--- src/rtl/uart_pkg.sv ---
// Shared UART definitions: line-state encoding, parity modes and standard stop lengths.
// Used by both the transmitter and the receiver.
package uart_pkg;

  typedef enum logic [2:0] {
    ST_IDLE,
    ST_START,
    ST_DATA,
    ST_PARITY,
    ST_STOP
  } uart_state_t;

  localparam int unsigned PAR_NONE = 0;
  localparam int unsigned PAR_EVEN = 1;
  localparam int unsigned PAR_ODD  = 2;

  // s_ticks in the stop phase for 1, 1.5 and 2 stop bits
  localparam int unsigned SB_TICK_1   = 16;
  localparam int unsigned SB_TICK_1P5 = 24;
  localparam int unsigned SB_TICK_2   = 32;

endpackage

--- src/rtl/uart_tx_if.sv ---
// Producer-side handshake of the UART transmitter: write strobe, data word and status.
interface uart_tx_if #(
  parameter int unsigned DBIT = 8
);
  logic            tx_start;
  logic [DBIT-1:0] din;
  logic            tx_ready;
  logic            tx_done_tick;

  modport master (output tx_start, din, input tx_ready, tx_done_tick);
  modport slave  (input tx_start, din, output tx_ready, tx_done_tick);
endinterface

--- src/rtl/uart_tx.sv ---
// UART transmitter: one-deep holding register feeding a start/data/parity/stop
// serializer paced by the shared 16x oversampling tick.
module uart_tx
  import uart_pkg::*;
#(
  parameter int unsigned DBIT    = 8,
  parameter int unsigned SB_TICK = SB_TICK_1,
  parameter int unsigned PARITY  = PAR_NONE
) (
  input  logic       clk,
  input  logic       rst,
  input  logic       s_tick,
  uart_tx_if.slave   bus,
  output logic       tx
);

  localparam int unsigned SMAX = (SB_TICK > 16) ? SB_TICK : 16;
  localparam int unsigned SW   = $clog2(SMAX);
  localparam int unsigned NW   = (DBIT > 1) ? $clog2(DBIT) : 1;

  uart_state_t     state_q, state_d;
  logic [SW-1:0]   s_q, s_d;
  logic [NW-1:0]   n_q, n_d;
  logic [DBIT-1:0] shift_q, shift_d;
  logic [DBIT-1:0] hold_q, hold_d;
  logic            hv_q, hv_d;
  logic            par_q, par_d;
  logic            tx_q, tx_d;
  logic            done_q, done_d;
  logic            accept, load;

  always_ff @(posedge clk) begin
    if (rst) begin
      state_q <= ST_IDLE;
      s_q     <= '0;
      n_q     <= '0;
      shift_q <= '0;
      hold_q  <= '0;
      hv_q    <= 1'b0;
      par_q   <= 1'b0;
      tx_q    <= 1'b1;
      done_q  <= 1'b0;
    end else begin
      state_q <= state_d;
      s_q     <= s_d;
      n_q     <= n_d;
      shift_q <= shift_d;
      hold_q  <= hold_d;
      hv_q    <= hv_d;
      par_q   <= par_d;
      tx_q    <= tx_d;
      done_q  <= done_d;
    end
  end

  always_comb begin
    state_d = state_q;
    s_d     = s_q;
    n_d     = n_q;
    shift_d = shift_q;
    hold_d  = hold_q;
    hv_d    = hv_q;
    par_d   = par_q;
    tx_d    = 1'b1;
    done_d  = 1'b0;
    load    = 1'b0;
    accept  = bus.tx_start && !hv_q;

    case (state_q)
      ST_IDLE: begin
        tx_d = 1'b1;
        load = hv_q;
      end
      ST_START: begin
        tx_d = 1'b0;
        if (s_tick) begin
          if (s_q == SW'(15)) begin
            s_d     = '0;
            n_d     = '0;
            state_d = ST_DATA;
          end else begin
            s_d = s_q + SW'(1);
          end
        end
      end
      ST_DATA: begin
        tx_d = shift_q[0];
        if (s_tick) begin
          if (s_q == SW'(15)) begin
            s_d     = '0;
            shift_d = shift_q >> 1;
            if (n_q == NW'(DBIT - 1))
              state_d = (PARITY != PAR_NONE) ? ST_PARITY : ST_STOP;
            else
              n_d = n_q + NW'(1);
          end else begin
            s_d = s_q + SW'(1);
          end
        end
      end
      ST_PARITY: begin
        tx_d = par_q;
        if (s_tick) begin
          if (s_q == SW'(15)) begin
            s_d     = '0;
            state_d = ST_STOP;
          end else begin
            s_d = s_q + SW'(1);
          end
        end
      end
      ST_STOP: begin
        tx_d = 1'b1;
        if (s_tick) begin
          if (s_q == SW'(SB_TICK - 1)) begin
            s_d     = '0;
            done_d  = 1'b1;
            state_d = ST_IDLE;
            load    = hv_q;
          end else begin
            s_d = s_q + SW'(1);
          end
        end
      end
      default: state_d = ST_IDLE;
    endcase

    // Loading from hold is shared by IDLE and the stop->start chaining path
    if (load) begin
      state_d = ST_START;
      s_d     = '0;
      shift_d = hold_q;
      par_d   = (PARITY == PAR_ODD) ? ~(^hold_q) : (^hold_q);
      hv_d    = 1'b0;
    end
    if (accept) begin
      hold_d = bus.din;
      hv_d   = 1'b1;
    end
  end

  assign tx               = tx_q;
  assign bus.tx_ready     = !hv_q;
  assign bus.tx_done_tick = done_q;

endmodule

--- src/flat_wrapper.sv ---
// flat-port wrapper written by rule: the top's interface ports become plain ports
module uart_tx_flat import uart_pkg::*;
#(
  parameter int unsigned DBIT    = 8,
  parameter int unsigned SB_TICK = SB_TICK_1,
  parameter int unsigned PARITY  = PAR_NONE
)
  (clk, rst, s_tick, tx, bus_tx_start, bus_din, bus_tx_ready, bus_tx_done_tick);
  uart_tx_if #(.DBIT(DBIT)) bus_i ();
  input  logic clk;
  input  logic rst;
  input  logic s_tick;
  output logic tx;
  input wire logic [$bits(bus_i.tx_start)-1:0] bus_tx_start;
  input wire logic [$bits(bus_i.din)-1:0] bus_din;
  output wire logic [$bits(bus_i.tx_ready)-1:0] bus_tx_ready;
  output wire logic [$bits(bus_i.tx_done_tick)-1:0] bus_tx_done_tick;
  assign bus_i.tx_start = bus_tx_start;
  assign bus_i.din = bus_din;
  assign bus_tx_ready = bus_i.tx_ready;
  assign bus_tx_done_tick = bus_i.tx_done_tick;
  uart_tx #(.DBIT(DBIT), .SB_TICK(SB_TICK), .PARITY(PARITY)) u_core (.clk(clk), .rst(rst), .s_tick(s_tick), .bus(bus_i), .tx(tx));
endmodule
--- config.mk ---
export PLATFORM = sky130hd
export DESIGN_NAME = uart_tx_flat
export DESIGN_NICKNAME = d
export VERILOG_FILES = /design/src/rtl/uart_pkg.sv /design/src/rtl/uart_tx_if.sv /design/src/rtl/uart_tx.sv /design/src/flat_wrapper.sv
export SDC_FILE = /design/constraint.sdc
export NUM_CORES = 1
export LEC_CHECK = 0
export BUFFER_PORTS_ARGS = -buffer_cell sky130_fd_sc_hd__buf_2
export CORE_ASPECT_RATIO = 0.75
export CORE_MARGIN = 3
export CORE_UTILIZATION = 57
export CTS_CLUSTER_DIAMETER = 200
export DETAILED_ROUTE_END_ITERATION = 8
export PLACE_DENSITY = 0.81
export SETUP_SLACK_MARGIN = 0.05
export SLEW_MARGIN = 20
export SYNTH_ARGS = -nofsm -noshare
export SYNTH_HDL_FRONTEND = slang
export SYNTH_SLANG_ARGS = --single-unit
export TNS_END_PERCENT = 100
--- constraint.sdc ---
create_clock -name clk -period 1.9 [get_ports clk]
set_input_delay 0.19 -clock clk [delete_from_list [all_inputs] [get_ports clk]]
set_output_delay 0.19 -clock clk [all_outputs]
set_load 0.01 [all_outputs]
==> impl_summary.md <==
Run status
The run finished with clean final reports.

Clocking
The quantity of hold-fixing buffers added after cts is 0. The tree is rooted in a sky130_fd_sc_hd__clkbuf_4. The total CTS buffers is 5.

The largest buffer count on any clock path is 2. Clock latency on the worst-skew pair, taken at its later pin, is 330 ps. The count of H-tree levels built during CTS is 2. After clock tree synthesis, the clock-pin slew on the worst setup and hold paths is 80 ps. Counting every sink on the clock net gives 30.

The clock tree from TritonCTS is done.

STA
For the pin with the worst max-slew slack, the measured transition is 507 ps. Across the routed clock network, the largest skew measured is 7.65 ps. The upper clock frequency limit is 561 MHz. The number of endpoints failing setup at the final stage is 0.

The number of pins exceeding their max-slew limit in the final report was 0. For the final routed database, the setup TNS stands at 0 ps. The fraction of the cycle the final worst path needs is 93.9%.

The worst max-slew margin expressed relative to the limit is 66.2%. The count of endpoints failing hold in the final timing report is 0. Setup repair after global routing left no endpoint under its margin. The minimum clock period after layout is 1780 ps.

Setup path
The endpoint required time on the critical path is 2100 ps. The critical path arrival is 1990 ps. In this run the worst path has a maximum fanout of 2.

The signal on the critical path passes through ha_1, ha_2, or3b_4, a211oi_4, mux2i_1, nor2_1. The cell type group with the largest total delay on the critical path is simple AND/OR/NAND/NOR gates. The cell at the slowest stage of the critical path is sky130_fd_sc_hd__or3b_4. The critical setup path kind is reg -> reg.

STA classifies the critical path startpoint as a register. The worst setup path is captured at a register. The number of buffers and inverters on the critical path is 0.

The largest stage delay on the critical path is 390 ps.

Routing
Detailed routing inserted a total of 1146 vias. The detailed router finished its first iteration with 24 violations. The post-detailed-route via-to-cell ratio is 5.46.

The remaining antenna violation count is 0. Dividing the detail-routed wire length by the instance count gives 13.7 um. Summed over all layers, the routed wires come to 2870 um. Before antenna repair, the detailed router went through 4 iterations.

In the routed design, unresolved DRC markers number 0.

Synthesis
The post-synthesis cell area is 1490 um^2. After technology mapping, the gate count stands at 158. The sequential fraction of the synthesis area is 40.3%. Sorting the synthesized cells by how often they occur yields sky130_fd_sc_hd__dfxtp_1 (30), sky130_fd_sc_hd__nor2_1 (25), sky130_fd_sc_hd__nand2_1 (17).

In the synthesized netlist the dominant register cell turns out to be sky130_fd_sc_hd__dfxtp_1. The largest area contributor in the netlist is sky130_fd_sc_hd__dfxtp_1. The distinct cell type count after synthesis is 38. The synthesized netlist net count is 173. Yosys mapped a number of flops with a built-in enable equal to 0.

In the post-synthesis netlist, the biggest area contributors are sky130_fd_sc_hd__dfxtp_1 (40%), sky130_fd_sc_hd__mux2i_1 (8.1%), sky130_fd_sc_hd__a311oi_2 (7.1%), sky130_fd_sc_hd__nor2_1 (6.3%), sky130_fd_sc_hd__nand2_1 (4.3%). The top cell type's share of synthesized area is 40.3%. Of all flip-flops after synthesis, the portion carrying an async set or reset was 0%.

The mean instance size in the synthesized netlist is 9.42 um^2. The count of yosys warnings during synthesis is 0. The most common cell in the synthesized netlist is sky130_fd_sc_hd__dfxtp_1.

The synthesized design contains 30 register bits.

Placement
The port buffer count is 14. The final estimated routing congestion in global placement is 0.820. The wire-length estimate of the detail-placed layout is 2070 um.

Die
The row count is 15. The floorplan die width is 65.0 um. In this run the standard cell core region covers 2380 um^2. In this run the vertical extent of the chip is 50.3 um. The effective utilization at floorplan is 62.5%.

The die covers 3270 um^2. Pin placement for this block handled 15 I/O pins.

Global routing
The maximum number of pins on one net before global-route repair is 27. The total global-route track usage is 20.1%. The first global-routing pass estimated 4890 um of wire. The initial antenna violation count is 0.

The total congestion overflow after global routing is 0. The via count of the first global-routing pass was 1026.

Hold path
In this run the worst hold path is classified as in -> reg.

Power and ir drop
The static power due to leakage is 0.660 nW. For this design the ratio of total power to cell area is 742 nW/um^2. The worst-case IR drop observed on VDD is 0.000511 V.

Finish
After filler insertion, the fill cell instance count of the layout stands at 197. For this run, the share of the core covered by cells in the final layout is 68.9%. The multi-input combinational cells in the finished layout cover a total of 820 um^2. The ratio of cells with drive above 1 in the final layout is 23.9%. After the last flow step, the layout net total stands at 191. The sequential cells in the finished layout cover a total of 602 um^2. The repair_antennas step left the layout with diodes totalling 0. The layout overhead on the synthesized area is 10.3%.

Flow run
Max-cap violations in this run came to 0.
[repair_timing]
item | 4_1_cts | 5_1_grt
hold endpoints to repair | 0 | 0
pin swaps | 1 | 1
setup buffers | 1 | 1
endpoints found under the setup margin | 1 | 3
resized for setup | 0 | 4
cloned | 0 | 0
[through the flow]
step                instances  hold WS (ps)  cell area, um^2  power (W)  setup slack (ps)
floorplan                 158           306             1490   0.000845               172
global placement          201           404             1570   0.000879               124
detailed placement        201           434             1570   0.000888             -6.16
CTS                       209          83.1             1630    0.00123              61.3
global route              210          93.3             1640    0.00128              45.2
finish                    210          86.9             1640    0.00122               117
[sequential cells by signal, summed over array words and instances, names as in the netlist]
register / count
u_core.bus.tx_done_tick: 1
u_core.hold_q: 8
u_core.hv_q: 1
u_core.n_q: 3
u_core.par_q: 1
u_core.s_q: 4
u_core.shift_q: 8
u_core.state_q: 3
u_core.tx: 1
[layer usage]
metal / part of all wire (%) / wire length (um) / track usage (%)
met5: 0 / 0 / 0
met4: 2.0 / 57 / 10.3
met3: 5.0 / 144 / 6.71
met2: 44 / 1260 / 28.7
met1: 49 / 1410 / 27.0
[cell type report]
| cell class | instances | share of cell area [%] |
|---|---|---|
| Sequential cell | 30 | 36.6 |
| Clock buffer | 7 | 2.74 |
| Timing Repair Buffer | 20 | 7.24 |
| Tap cell | 34 | 2.59 |
| Inverter | 4 | 0.914 |
| Multi-Input combinational cell | 115 | 49.9 |
[power breakdown]
group          leakage (nW)  switching (W)  internal, W
combinational         0.389      0.0000922    0.0000867
sequential            0.246      0.0000316     0.000663
clock                0.0254       0.000205     0.000139
total                 0.660       0.000329     0.000889
[worst paths after layout]
kind	start	end	slack (ps)	depth (start not counted)
worst min register to register	u_core.n_q[2]$_SDFFE_PP0P_	u_core.n_q[2]$_SDFFE_PP0P_	490	2
worst max-delay path	u_core.n_q[0]$_SDFFE_PP0P_	u_core.n_q[0]$_SDFFE_PP0P_	120	6
worst min-delay path	bus_tx_start	u_core.hv_q$_SDFFE_PP0P_	90	3
worst max register to register	u_core.n_q[0]$_SDFFE_PP0P_	u_core.n_q[0]$_SDFFE_PP0P_	120	6
[kinds of logic (layout without fill, tap and decap cells)]
group                      Yosys count  after routing  share of synthesized area (%)
AOI/OAI and AO/OA                   20             20                           14.3
xor gates and xnor gates            10             10                           5.88
adders and majority gates            3              3                           2.52
buffers and inverters               13             31                           4.96
DFF                                 30             30                           40.3
muxes                               12             12                           8.07
and+or+nand+nor                     70             70                           24.0
[worst reg2reg max path, cell delays in order (launching register included)]
cell                       delay, ps
sky130_fd_sc_hd__dfxtp_2         330
sky130_fd_sc_hd__ha_1            190
sky130_fd_sc_hd__ha_2            180
sky130_fd_sc_hd__or3b_4          390
sky130_fd_sc_hd__a211oi_4        280
sky130_fd_sc_hd__mux2i_1         240
sky130_fd_sc_hd__nor2_1           60
[layout by cell type, fill, tap and decap left out, types with 2 or more instances in the layout]
master and n:
sky130_fd_sc_hd__or3b_4 2, sky130_fd_sc_hd__clkbuf_4 5, sky130_fd_sc_hd__ha_1 2, sky130_fd_sc_hd__nor2_1 25, sky130_fd_sc_hd__a21oi_1 5, sky130_fd_sc_hd__nand4_1 2, sky130_fd_sc_hd__nand2_1 17, sky130_fd_sc_hd__dfxtp_1 29
sky130_fd_sc_hd__nand3_1 5, sky130_fd_sc_hd__or3_1 2, sky130_fd_sc_hd__xnor2_1 6, sky130_fd_sc_hd__o21ai_0 2, sky130_fd_sc_hd__nor4_1 2, sky130_fd_sc_hd__nand2b_1 2, sky130_fd_sc_hd__inv_1 4, sky130_fd_sc_hd__xor2_1 4
sky130_fd_sc_hd__buf_2 14, sky130_fd_sc_hd__buf_4 5, sky130_fd_sc_hd__mux2i_1 12, sky130_fd_sc_hd__nor3_1 4, sky130_fd_sc_hd__a311oi_2 7, sky130_fd_sc_hd__clkbuf_1 2
Note: power is estimated with default switching activity, not from simulation.
